==> src/rtl/i2s_rate_sequencer.sv <==
// i2s_rate_sequencer
// APB master that reprograms the I2S clock controller for a new sample rate.
// Sequence: quiesce (slave mode), settle, load LRCLK divisors, enable the
// final config, then read cmd_reg1 back to confirm it took.
module i2s_rate_sequencer #(
    parameter int unsigned SETTLE_CYCLES  = 64,
    parameter int unsigned TIMEOUT_CYCLES = 16
) (
    input  logic        clk,
    input  logic        reset_n,
    input  logic        req,
    input  logic [1:0]  rate_sel,
    input  logic        master_mode,
    output logic        busy,
    output logic        done,
    output logic        err,
    output logic [1:0]  cur_rate,
    output logic [4:0]  paddr,
    output logic        psel,
    output logic        penable,
    output logic        pwrite,
    output logic [31:0] pwdata,
    input  logic [31:0] prdata,
    input  logic        pready
);

    localparam logic [15:0] SETTLE_LOAD = 16'(SETTLE_CYCLES);
    localparam logic [7:0]  TMO_LAST    = 8'(TIMEOUT_CYCLES - 1);
    localparam logic [4:0]  ADDR_CMD1   = 5'd0;
    localparam logic [4:0]  ADDR_CMD2   = 5'd4;

    typedef enum logic [3:0] {
        S_IDLE,
        S_Q_SET,
        S_Q_ACC,
        S_SETTLE,
        S_D_SET,
        S_D_ACC,
        S_C_SET,
        S_C_ACC,
        S_R_SET,
        S_R_ACC,
        S_DONE
    } state_t;

    state_t      state_q;
    logic [1:0]  rate_q;
    logic        master_q;
    logic [15:0] settle_cnt_q;
    logic [7:0]  tmo_cnt_q;

    // cmd_reg1 value (master bit cleared) for a given rate
    function automatic logic [31:0] r1_of(input logic [1:0] r);
        case (r)
            2'd0:    return 32'h0003_0000;
            2'd1:    return 32'h0005_0002;
            2'd2:    return 32'h0001_0000;
            default: return 32'h0002_0002;
        endcase
    endfunction

    // cmd_reg2 (LRCLK divisors) for a given rate
    function automatic logic [31:0] r2_of(input logic [1:0] r);
        case (r)
            2'd0:    return 32'h0000_0F0F;
            2'd1:    return 32'h0000_1717;
            2'd2:    return 32'h0000_0707;
            default: return 32'h0000_0B0B;
        endcase
    endfunction

    logic [31:0] r1_in;     // from the live input, used only at acceptance
    logic [31:0] r1_lat;    // from the latched request
    logic [31:0] r2_lat;
    logic [31:0] cfg_final; // cmd_reg1 with the requested master bit
    logic        tmo_hit;

    assign r1_in     = r1_of(rate_sel);
    assign r1_lat    = r1_of(rate_q);
    assign r2_lat    = r2_of(rate_q);
    assign cfg_final = r1_lat | {31'b0, master_q};
    assign tmo_hit   = (tmo_cnt_q == TMO_LAST);

    // Sequencer FSM; all outputs registered so APB signals change only on clock edges
    always_ff @(posedge clk) begin
        if (!reset_n) begin
            state_q      <= S_IDLE;
            rate_q       <= 2'd0;
            master_q     <= 1'b0;
            settle_cnt_q <= 16'd0;
            tmo_cnt_q    <= 8'd0;
            busy         <= 1'b0;
            done         <= 1'b0;
            err          <= 1'b0;
            cur_rate     <= 2'd1;
            paddr        <= 5'd0;
            psel         <= 1'b0;
            penable      <= 1'b0;
            pwrite       <= 1'b0;
            pwdata       <= 32'd0;
        end else begin
            done <= 1'b0;
            case (state_q)
                S_IDLE: begin
                    if (req) begin
                        rate_q   <= rate_sel;
                        master_q <= master_mode;
                        err      <= 1'b0;
                        busy     <= 1'b1;
                        psel     <= 1'b1;
                        penable  <= 1'b0;
                        paddr    <= ADDR_CMD1;
                        pwrite   <= 1'b1;
                        pwdata   <= r1_in & 32'hFFFF_FFFE;
                        state_q  <= S_Q_SET;
                    end
                end
                S_Q_SET: begin
                    penable   <= 1'b1;
                    tmo_cnt_q <= 8'd0;
                    state_q   <= S_Q_ACC;
                end
                S_Q_ACC: begin
                    if (pready) begin
                        psel         <= 1'b0;
                        penable      <= 1'b0;
                        settle_cnt_q <= SETTLE_LOAD;
                        state_q      <= S_SETTLE;
                    end else if (tmo_hit) begin
                        psel    <= 1'b0;
                        penable <= 1'b0;
                        err     <= 1'b1;
                        done    <= 1'b1;
                        state_q <= S_DONE;
                    end else begin
                        tmo_cnt_q <= tmo_cnt_q + 8'd1;
                    end
                end
                S_SETTLE: begin
                    if (settle_cnt_q == 16'd1) begin
                        psel    <= 1'b1;
                        paddr   <= ADDR_CMD2;
                        pwrite  <= 1'b1;
                        pwdata  <= r2_lat;
                        state_q <= S_D_SET;
                    end else begin
                        settle_cnt_q <= settle_cnt_q - 16'd1;
                    end
                end
                S_D_SET: begin
                    penable   <= 1'b1;
                    tmo_cnt_q <= 8'd0;
                    state_q   <= S_D_ACC;
                end
                S_D_ACC: begin
                    if (pready) begin
                        penable <= 1'b0;
                        paddr   <= ADDR_CMD1;
                        pwrite  <= 1'b1;
                        pwdata  <= cfg_final;
                        state_q <= S_C_SET;
                    end else if (tmo_hit) begin
                        psel    <= 1'b0;
                        penable <= 1'b0;
                        err     <= 1'b1;
                        done    <= 1'b1;
                        state_q <= S_DONE;
                    end else begin
                        tmo_cnt_q <= tmo_cnt_q + 8'd1;
                    end
                end
                S_C_SET: begin
                    penable   <= 1'b1;
                    tmo_cnt_q <= 8'd0;
                    state_q   <= S_C_ACC;
                end
                S_C_ACC: begin
                    if (pready) begin
                        penable <= 1'b0;
                        paddr   <= ADDR_CMD1;
                        pwrite  <= 1'b0;
                        state_q <= S_R_SET;
                    end else if (tmo_hit) begin
                        psel    <= 1'b0;
                        penable <= 1'b0;
                        err     <= 1'b1;
                        done    <= 1'b1;
                        state_q <= S_DONE;
                    end else begin
                        tmo_cnt_q <= tmo_cnt_q + 8'd1;
                    end
                end
                S_R_SET: begin
                    penable   <= 1'b1;
                    tmo_cnt_q <= 8'd0;
                    state_q   <= S_R_ACC;
                end
                S_R_ACC: begin
                    if (pready) begin
                        psel    <= 1'b0;
                        penable <= 1'b0;
                        done    <= 1'b1;
                        // Only commit the new rate if the controller really holds it
                        if (prdata == cfg_final) begin
                            cur_rate <= rate_q;
                        end else begin
                            err <= 1'b1;
                        end
                        state_q <= S_DONE;
                    end else if (tmo_hit) begin
                        psel    <= 1'b0;
                        penable <= 1'b0;
                        err     <= 1'b1;
                        done    <= 1'b1;
                        state_q <= S_DONE;
                    end else begin
                        tmo_cnt_q <= tmo_cnt_q + 8'd1;
                    end
                end
                S_DONE: begin
                    busy    <= 1'b0;
                    state_q <= S_IDLE;
                end
                default: begin
                    state_q <= S_IDLE;
                end
            endcase
        end
    end

endmodule

==> config.mk <==
export PLATFORM = sky130hd
export DESIGN_NAME = i2s_rate_sequencer
export DESIGN_NICKNAME = d
export VERILOG_FILES = /design/src/rtl/i2s_rate_sequencer.sv
export SDC_FILE = /design/constraint.sdc
export NUM_CORES = 1
export LEC_CHECK = 0
export CORE_MARGIN = 4
export CORE_UTILIZATION = 39
export CTS_BUF_LIST = sky130_fd_sc_hd__clkbuf_4 sky130_fd_sc_hd__clkbuf_8
export DETAILED_ROUTE_END_ITERATION = 8
export GPL_ROUTABILITY_DRIVEN = 1
export PLACE_DENSITY = 0.68
export SETUP_SLACK_MARGIN = 0.5
export SLEW_MARGIN = 25
export SYNTH_ARGS = -nofsm -noshare
export SYNTH_HDL_FRONTEND = slang
export SYNTH_SLANG_ARGS = --single-unit
==> constraint.sdc <==
create_clock -name clk -period 2.7 [get_ports clk]
set_input_delay 0.27 -clock clk [delete_from_list [all_inputs] [get_ports clk]]
set_output_delay 0.27 -clock clk [all_outputs]
set_load 0.02 [all_outputs]
### Word-level counts from Yosys, hierarchy flattened

Cells that the tools add are included.

| operators by class | value |
|---|---|
| $add $sub $neg | 2 |
| equality and inequality tests | 30 |
| mux-type cells | 48 |
| bitwise logic cells | 1 |
| reductions and logical operators | 29 |

Operator list:

| kind | count |
|---|---|
| $pmux W19 S3 | 2 |
| $mux W32 | 3 |
| $pmux W32 S3 | 1 |
| $pmux W4 S10 | 1 |
| $pmux W13 S3 | 1 |
| $eq A32 B32 Y1 | 1 |
| $mux W16 | 2 |
| $or A32 B1 Y32 | 1 |
| $pmux W16 S2 | 1 |
| $mux W4 | 7 |
| $ne A2 B2 Y1 const B | 10 |
| $mux W1 | 17 |
| $eq A16 B1 Y1 const B | 1 |
| $eq A4 B3 Y1 const B | 4 |
| $mux W8 | 2 |
| $pmux W8 S2 | 1 |
| $reduce_and A4 Y1 | 4 |
| $sub A16 B1 Y16 const B | 1 |
| $mux W5 | 3 |
| $pmux W5 S3 | 1 |
| $eq A4 B4 Y1 const B | 3 |
| $reduce_and A3 Y1 | 4 |
| $reduce_bool A3 Y1 | 4 |
| $add A8 B1 Y8 const B | 1 |
| other kinds (20) | 34 |

| storage, ports and cells | value |
|---|---|
| flip-flop bits (word level) | 76 |
| input port bits | 39 |

### Logic depth before layout (Yosys ltp)

Gate-level depths: netlist (run 1).

| logic depth | value |
|---|---|
| word-level depth | 7 |
| mapped depth | 8 |

### Worst setup path after synthesis (run 1)

Ideal clock, no wire load.

| timing path | value |
|---|---|
| kind | register -> register |
| start point | reg settle_cnt_q[2] |
| end point | reg settle_cnt_q[8] |
| arrival | 1.751 ns |
| path slack | 0.824 ns |
| cell stages (with the launch flop) | 6 |
| path through | dfxtp_1 > or4_4 > or3_4 > a2111oi_4 > xnor2_1 > nor2_2 |

| on the way | value |
|---|---|
| cells in the longest elaborated chain, start to end | 3 |
| elaborated cells on any way between the ends | 6 |
| those cells by class | 1 x add/sub; 2 x eq/ne; 2 x mux; 1 x reduce/logical |

Ends and longest elaborated chain:

| item | RTL line | RTL |
|---|---|---|
| start: declaration | 49 | `logic [15:0] settle_cnt_q;` |
| start signal: assignment | 147 | `settle_cnt_q <= settle_cnt_q - 16'd1;` |
| $sub A16 B1 Y16 / $eq A16 B1 Y1 (equally long branches) | 147, 140 |  |
| $mux W16 / $ne A2 B2 Y1 (equally long branches) | -- |  |
| $pmux W16 S2 / $reduce_and A3 Y1 (equally long branches) | -- |  |

Several ways; a longest one is shown, not always the timed one. The select of a mux whose other input is x is not followed.
A chain may end at the register's enable or synchronous reset.

### Final worst setup path (run 1)

| timing path | value |
|---|---|
| start point | reg settle_cnt_q[6] |
| end point | reg pwdata[10] |

| on the way | value |
|---|---|
| cells in the longest elaborated chain, start to end | 3 |

Ends and longest elaborated chain:

| item | RTL line | RTL |
|---|---|---|
| $eq A16 B1 Y1 | 140 | `if (settle_cnt_q == 16'd1) begin` |
| $ne A2 B2 Y1 (no source line) | -- |  |
| $reduce_and A4 Y1 (no source line) | -- |  |
| end signal: assignment | 114 | `pwdata <= r1_in & 32'hFFFF_FFFE;` |
| end signal: assignment | 144 | `pwdata <= r2_lat;` |
| end signal: assignment | 160 | `pwdata <= cfg_final;` |
| end: declaration | 22 | `output logic [31:0] pwdata,` |

Every way passes these cells.

==> run summary, run 1 <==
The flow ran to the end, and the final reports show no timing, DRC or antenna violations. The overflow left after global routing is 0. The worst-case clock buffer depth came out at 2. The half-perimeter wire length of the detailed placement result came out at 5120 um.

The post-detailed-placement cell area came out at around 3500 um2. The maximum fanout count along the critical path is 10. The global routing's busiest layer is met2. The most critical setup path has its endpoint at pwdata[10]$_SDFFE_PN0P_. The number of hold violations in the final report is 0.

The worst voltage drop across the vdd grid came out at 0.000226 V. After detailed routing, the number of remaining DRC violations is 0. The maximum operating frequency is between 400 and 500 MHz. The number of antenna violations at the first check in global routing came out at 0.

The most common cell in the synthesized netlist is sky130_fd_sc_hd__dfxtp_1. Counting I/O delays and the setup requirement, the final critical path takes 2050 ps. The number of nets in the layout came out at 452. The footprint of the multi-input gates came out at 1690 um2.

The final count of pins violating max slew is 0. The routed length per placed instance is between 10 and 15 um. The reg-to-reg setup timing slack came out at 650 ps.

Sorting the synthesized cells by area gives the leading types as sky130_fd_sc_hd__dfxtp_1, sky130_fd_sc_hd__buf_4, sky130_fd_sc_hd__nor2_1, sky130_fd_sc_hd__nand2_1, sky130_fd_sc_hd__xor2_1. Summing all flip-flop and latch instances after layout gives 981 um2. The hold-fix buffer count after cts came out at 0. The count of pins on the block boundary is 84. The detail route stage leaves a number of antenna-violating nets equal to 0. The first-pass detailed-route iteration total came out at 4. The clock-pin slew reported for the worst setup and hold paths after clock tree synthesis came out at around 100 ps. The number of global-route vias before repair was 2558. The transition at the pin with the smallest max-transition slack is 594 ps.

Of all flip-flops after synthesis, the portion carrying an async set or reset was 0. The number of buffer and inverter instances along the worst setup path came out at 0. In this run the critical register-to-register path is captured at pwdata[10]$_SDFFE_PN0P_. Between clock sinks in the finished design, the worst skew comes to 10.9 ps. The die boundary width came out at 94.2 um. STA classifies the critical path endpoint as a flop.

The source of the worst register-to-register timing path is settle_cnt_q[6]$_SDFFE_PN0P_. For the worst setup path, the data arrival time is around 2300 ps. The final wirelength is 6860 um. The final sum of negative setup slack came out at 0 ps. In this run the worst setup path begins at settle_cnt_q[6]$_SDFFE_PN0P_. The final worst slack came out at 650 ps.

The smallest hold slack is around 450 ps. The proportion of synthesized chip area in sequential cells came out at 0.339. With fillers left out, the area of the finished cells amounts to 3610 um2.

The placeable core region is 7250 um2. The effective utilization at floorplan came out at 0.400. The total CTS buffers is 5. The largest net degree at the start of global routing is 19. The global placement routability congestion came out at slightly below 0.9.

The filler cells instantiated in the layout total 697. The number of max-cap violations came out at 0. The total of flip-flops plus latches after synthesis is 49. The die area is 8870 um2. A synthesized cell averages 8.14 um2. The top-area cell type share of the netlist area is 0.339. The proportion of layout cells with a drive suffix above 1 came out at 0.0737. The met2 capacity usage during global routing is 0.267. The number of vias in the routed layout is 2679. By count the netlist is led by sky130_fd_sc_hd__dfxtp_1, sky130_fd_sc_hd__nor2_1, sky130_fd_sc_hd__nand2_1. The global-route met1 utilization is 0.185. The violation count after the first detailed-routing iteration is ~170. The cell family contributing the most delay on the critical path is simple AND/OR/NAND/NOR gates. The tightest min-delay check is of the reg -> reg type. The ratio of total power to cell area is slightly below 600 nW/um2. The top flip-flop cell by instance count after synthesis is sky130_fd_sc_hd__dfxtp_1. The first-pass GRT wire length is 11100 um. The worst pin sits at a relative slew slack of 0.604. In the finished design, the share of the clock period the worst path needs comes to 0.759. The critical path is of the reg -> reg type. TritonCTS built the clock tree. The critical-path cell with the highest stage delay is sky130_fd_sc_hd__nor4_1. The worst-case setup slack after placement is ~540 ps. The height of the die came out at 94.2 um. The area overhead of the layout relative to synthesis is 24.7%. The detailed-route vias per instance is 5.29. The critical path runs through a total of 5 cells.

The number of levels in the clock H-tree is 2. The worst setup path is launched from a flop. The tree is rooted in a sky130_fd_sc_hd__clkbuf_8. Measured in cells, the most critical reg-to-reg path has a length of 5. The distinct cell type count of the synthesized netlist is 60. For the worst-skew pair, the clock arrives at the later sink with an insertion delay of 310 ps. The repair_antennas step left the layout with diodes totalling 0.

The critical path data required time is 2910 ps. Setup repair after global routing left no endpoint under its margin. The number of flops mapped to enable cells by yosys is 0. The post-synthesis cell count came out at 356.

The largest single stage delay on the critical path is 450 ps. The port buffer count is 60. For this design the static power due to leakage is 1.38 nW. For met3 alone, demand over resource in global routing was 0.0321.

The final setup violation count is 0. The cell area after technology mapping is approximately 2900 um2. The Yosys warning count is 0.

The clock net sink count came out at a little under 50. The total routing usage reported by global routing is 0.152. The number of standard-cell rows in the floorplan came out at 31. The biggest area contributor in the post-synthesis netlist is sky130_fd_sc_hd__dfxtp_1. Walking the worst path, the cells encountered are nor4_1, nand2_1, o21ai_4, nand2_2, a32o_1. The worst hold path begins at err$_SDFFE_PN0P_.
## flip-flops by register name, indices dropped and copies added (netlist names), 2 cells and up
signal / flops
pwdata: 9
state_q: 4
cur_rate: 2
settle_cnt_q: 16
tmo_cnt_q: 8
rate_q: 2
## layout make-up
| class | count | share of cell area |
|---|---|---|
| Clock buffer | 5 | 0.0191 |
| Clock inverter | 3 | 0.0128 |
| Inverter | 13 | 0.0135 |
| Multi-Input combinational cell | 270 | 0.468 |
| Sequential cell | 49 | 0.272 |
| Tap cell | 99 | 0.0343 |
| Timing Repair Buffer | 67 | 0.181 |
## cells by family (layout without fill, tap and decap cells)
group	Yosys count	count (layout)	synth area share
flops	49	49	0.339
compound gates	75	75	0.180
fa+ha+maj	7	7	0.0302
buf+inv	59	88	0.114
xor+xnor	18	18	0.0544
other cells	1	23	0.00129
simple gates	136	136	0.244
mux	11	11	0.0384
## layout by cell type (no fill, tap or decap), types with 2 or more instances in the layout
cell type	instances
sky130_fd_sc_hd__nor4_2	3
sky130_fd_sc_hd__o21ai_0	14
sky130_fd_sc_hd__nor2b_1	3
sky130_fd_sc_hd__nor2_1	37
sky130_fd_sc_hd__nand2_1	31
sky130_fd_sc_hd__and3_1	4
sky130_fd_sc_hd__a22o_1	2
sky130_fd_sc_hd__xor2_1	12
sky130_fd_sc_hd__nor3b_1	3
sky130_fd_sc_hd__a311oi_1	2
sky130_fd_sc_hd__clkbuf_8	5
sky130_fd_sc_hd__o31ai_1	3
sky130_fd_sc_hd__dfxtp_1	49
sky130_fd_sc_hd__a211oi_1	3
sky130_fd_sc_hd__o21ai_1	4
sky130_fd_sc_hd__a21oi_1	18
sky130_fd_sc_hd__conb_1	23
sky130_fd_sc_hd__inv_1	13
sky130_fd_sc_hd__nor4_1	11
sky130_fd_sc_hd__a31oi_1	5
sky130_fd_sc_hd__a32o_1	3
sky130_fd_sc_hd__o21a_1	2
sky130_fd_sc_hd__and2_1	2
sky130_fd_sc_hd__clkdlybuf4s50_1	60
sky130_fd_sc_hd__nand4_1	5
sky130_fd_sc_hd__buf_4	7
sky130_fd_sc_hd__xnor2_1	6
sky130_fd_sc_hd__o2111ai_1	4
sky130_fd_sc_hd__or3_1	2
sky130_fd_sc_hd__mux2i_1	10
sky130_fd_sc_hd__nand3_1	13
sky130_fd_sc_hd__o211ai_1	4
sky130_fd_sc_hd__nor3_1	9
sky130_fd_sc_hd__ha_1	7
## through the flow
step	total power, mW	utilization	cells
2_1_floorplan	1.39	-	378
3_3_place_gp	1.57	0.479	498
3_5_place_dp	1.58	0.479	498
4_1_cts	2.12	0.495	506
5_1_grt	2.24	0.498	506
6_report	2.12	0.498	506
## repair_timing
action,CTS,global route
gates resized for setup,0,3
setup endpoints to repair,0,25
buffers inserted,0,0
## worst min-delay path by stage
stage	end	slack [ps]	depth (start not counted)
final	err$_SDFFE_PN0P_	450	2
after global routing	pwdata[17]$_SDFFE_PN0P_	490	2
after CTS	err$_SDFFE_PN0P_	460	2
after detailed placement	err$_SDFFE_PN0P_	440	2
after global placement	err$_SDFFE_PN0P_	440	2
after floorplan	master_q$_SDFFE_PN0P_	420	2
## worst register-to-register path, stage by stage, from the launching register on
cell and delay [ps]:
sky130_fd_sc_hd__dfxtp_1 350, sky130_fd_sc_hd__nor4_1 450, sky130_fd_sc_hd__nand2_1 280, sky130_fd_sc_hd__o21ai_4 330
sky130_fd_sc_hd__nand2_2 230, sky130_fd_sc_hd__a32o_1 310
## report_power, final
part           switching (mW)  leakage (nW)  total (mW)  internal [mW]
Sequential             0.0916         0.398       0.884          0.792
Clock                   0.258        0.0543       0.535          0.277
Combinational           0.392         0.929       0.701          0.309
## per-layer routing
metal,routed length [um],share of wire
met1,2930,0.43
met2,3280,0.48
met3,577,0.084
met4,64,0.0093
met5,0,0
Note: power is estimated with default switching activity, not from simulation.
==> run 2: changes to the inputs <==
==> constraint.sdc (replaced) <==
create_clock -name clk -period 2 [get_ports clk]
set_input_delay 0.2 -clock clk [delete_from_list [all_inputs] [get_ports clk]]
set_output_delay 0.2 -clock clk [all_outputs]
set_load 0.02 [all_outputs]
==> run summary, run 2 (synthesis results as in run 1) <==
The clock tree skew after final layout came out at 12.4 ps. In the layout the commonest cells are sky130_fd_sc_hd__buf_4, sky130_fd_sc_hd__clkdlybuf4s50_1, sky130_fd_sc_hd__dfxtp_1. In this run, CTS created clock tree buffers numbering 5. The final worst slack came out at 209 ps. The routed length per placed instance came out at 16.1 um.

At the later pin of the worst-skew pair, clock insertion delay measures 310 ps. The number of hold violations in the final report is 0. The source of the worst register-to-register timing path is settle_cnt_q[3]$_SDFFE_PN0P_. The detailed-route vias per instance is 5.35. The maximum operating frequency is 558 MHz. The port buffer count is 60.

The TritonCTS clock tree is done. The critical path data required time is between 2000 and 2500 ps. The worst path needs 1790 ps of the cycle, external delays included. The number of nets with antenna violations after detailed routing came out at 0. The number of flip-flops in the largest register came out at 16. In this run the clock root is driven by a sky130_fd_sc_hd__clkbuf_8. Counting cells, the worst reg-to-reg path comes to 5. The clock net sink count is 49.

The global placement routability congestion came out at 0.856. The area overhead of the layout relative to synthesis came out at 59.5%. The half-perimeter wire length of the detailed placement result is 5470 um. The height of the die is ~94 um. The transition at the pin with the smallest max-transition slack came out at 702 ps.

The final count of pins violating max slew is 0. The effective utilization at floorplan is 0.400. The endpoint class of the critical path is a flop.

The reg-to-reg setup timing slack is 210 ps. The setup path with the least slack is of type reg -> reg. The hold path endpoint is pwdata[0]$_SDFFE_PN0P_. The placeable core region came out at between 7000 and 8000 um2. The violation count after the first detailed-routing iteration is 248. The leading cell type in the layout, fill and taps excluded is sky130_fd_sc_hd__buf_4. The final setup violation count came out at 0. The clock passes through at most 2 buffers. The worst setup path is launched from a flop. More flip-flops sit in one register than any other, and that register is settle_cnt_q.

The worst voltage drop across the vdd grid is 0.000384 V. The first global-routing pass estimated 13100 um of wire. The number of antenna violations at the first check in global routing is 0. The die area is 8870 um2. Max-cap violations in this run came to 0. The number of global-route vias before repair is 2916. The worst hold path passes through 2 cells. The endpoint identified for the worst register-to-register timing path is settle_cnt_q[8]$_SDFFE_PN0P_. The first-pass detailed-route iteration total came out at 4. Of the cells placed in the final design, the portion with a size suffix greater than 1 is 0.359. The total power is 3.50 mW. The type of the most critical hold path is reg -> reg.

The arrival time of data at the critical path endpoint came out at 2010 ps. The number of levels in the clock H-tree is 2. The total routing usage reported by global routing is 0.182.

Dividing the final minimum period by the clock period gives 0.895. The number of standard-cell rows in the floorplan is 31. The final wirelength came out at 9070 um. The startpoint identified for the worst hold timing path is pwdata[0]$_SDFFE_PN0P_. Summed over all cells, the static leakage comes to 1.94 nW. Setup repair after global routing could not meet its margin everywhere. The ratio of total power to cell area is around 760 nW/um2. The antenna diode instance count is 0. The run finished with clean final reports. The remaining routing DRC violations came out at 0. The clock-pin slew reported for the worst setup and hold paths after clock tree synthesis came out at 100 ps. Timing analysis after detailed placement gives a worst setup slack of 70.1 ps. The largest net degree at the start of global routing came out at 28. The die boundary width is 94.2 um. The number of vias in the routed layout came out at 3020. The number of nets in the layout is 510. The maximum fanout count along the critical path is 3.

The overflow left after global routing came out at 0. Adding up every negative setup slack in the final design gives 0 ps. The worst relative slew slack came out at 0.532. The largest registers in the layout are settle_cnt_q: 16 flops, pwdata: 9 flops, tmo_cnt_q: 8 flops. The count of pins on the block boundary came out at between 80 and 90.
[run 2: cell count changes in the layout (fill, tap and decap cells not counted), moves of 8 or more]
cell	previous run	this run
sky130_fd_sc_hd__buf_4	7	47
sky130_fd_sc_hd__clkdlybuf4s50_1	60	43
sky130_fd_sc_hd__dfxtp_1	49	33
sky130_fd_sc_hd__buf_6	0	15
sky130_fd_sc_hd__dfxtp_4	0	9
sky130_fd_sc_hd__dlygate4sd2_1	0	9
sky130_fd_sc_hd__dlymetal6s2s_1	0	8
sky130_fd_sc_hd__nand3_1	13	5
[run 2: cell type report]
cell class,count,area [um2]
fillers,534,2630
flip-flops and latches,49,1020
repair buffers,125,1190
inverters,13,51.3
multi-input cells,270,2150
well taps,99,124
clock inverters,2,13.8
clock buffers,6,76.3
[run 2: worst max-delay path: stages, from the launching register on]
cell	delay [ps]
sky130_fd_sc_hd__dfxtp_4	370
sky130_fd_sc_hd__or4_4	530
sky130_fd_sc_hd__or3_4	370
sky130_fd_sc_hd__a2111oi_4	220
sky130_fd_sc_hd__xnor2_1	170
sky130_fd_sc_hd__nor2_2	40
[run 2: how the worst max path moves through the flow]
stage / start / end / slack, ps / cells past startpoint
floorplan: state_q[3]$_SDFFE_PN0P_ / settle_cnt_q[12]$_SDFFE_PN0P_ / 250 / 8
finish: settle_cnt_q[3]$_SDFFE_PN0P_ / settle_cnt_q[8]$_SDFFE_PN0P_ / 210 / 5
global placement: prdata[3] / cur_rate[0]$_SDFFE_PN1P_ / 120 / 6
detailed placement: prdata[12] / cur_rate[1]$_SDFFE_PN0P_ / 70 / 6
global route: settle_cnt_q[4]$_SDFFE_PN0P_ / settle_cnt_q[9]$_SDFFE_PN0P_ / 140 / 4
CTS: settle_cnt_q[2]$_SDFFE_PN0P_ / settle_cnt_q[9]$_SDFFE_PN0P_ / 220 / 4
[run 2: what timing repair did]
action	4_1_cts	5_1_grt
resized for setup	83	57
hold buffers	0	0
setup buffers	32	13
pin swaps	29	34
setup endpoints to repair	53	57
[run 2: report_power, final]
group,internal [mW],switching [mW]
sequential,1.08,0.117
combinational,0.832,0.853
clock,0.264,0.356
[run 2: per-layer routing]
metal | track usage | wire (um) | vias up
met4 | 0.0650 | 239 | 0
met5 | 0 | 0 | -
met1 | 0.220 | 3610 | 1403
met3 | 0.0425 | 635 | 28
met2 | 0.314 | 4590 | 152
li1 | - | - | 1437
[run 2: metrics by stage]
step,cells,hold WS (ps),area [um2],util
after floorplan,378,346,3120,-
after global placement,511,447,3700,0.510
after detailed placement,511,454,3700,0.510
after CTS,551,468,4290,0.591
after global routing,564,493,4620,0.637
final,564,463,4620,0.637
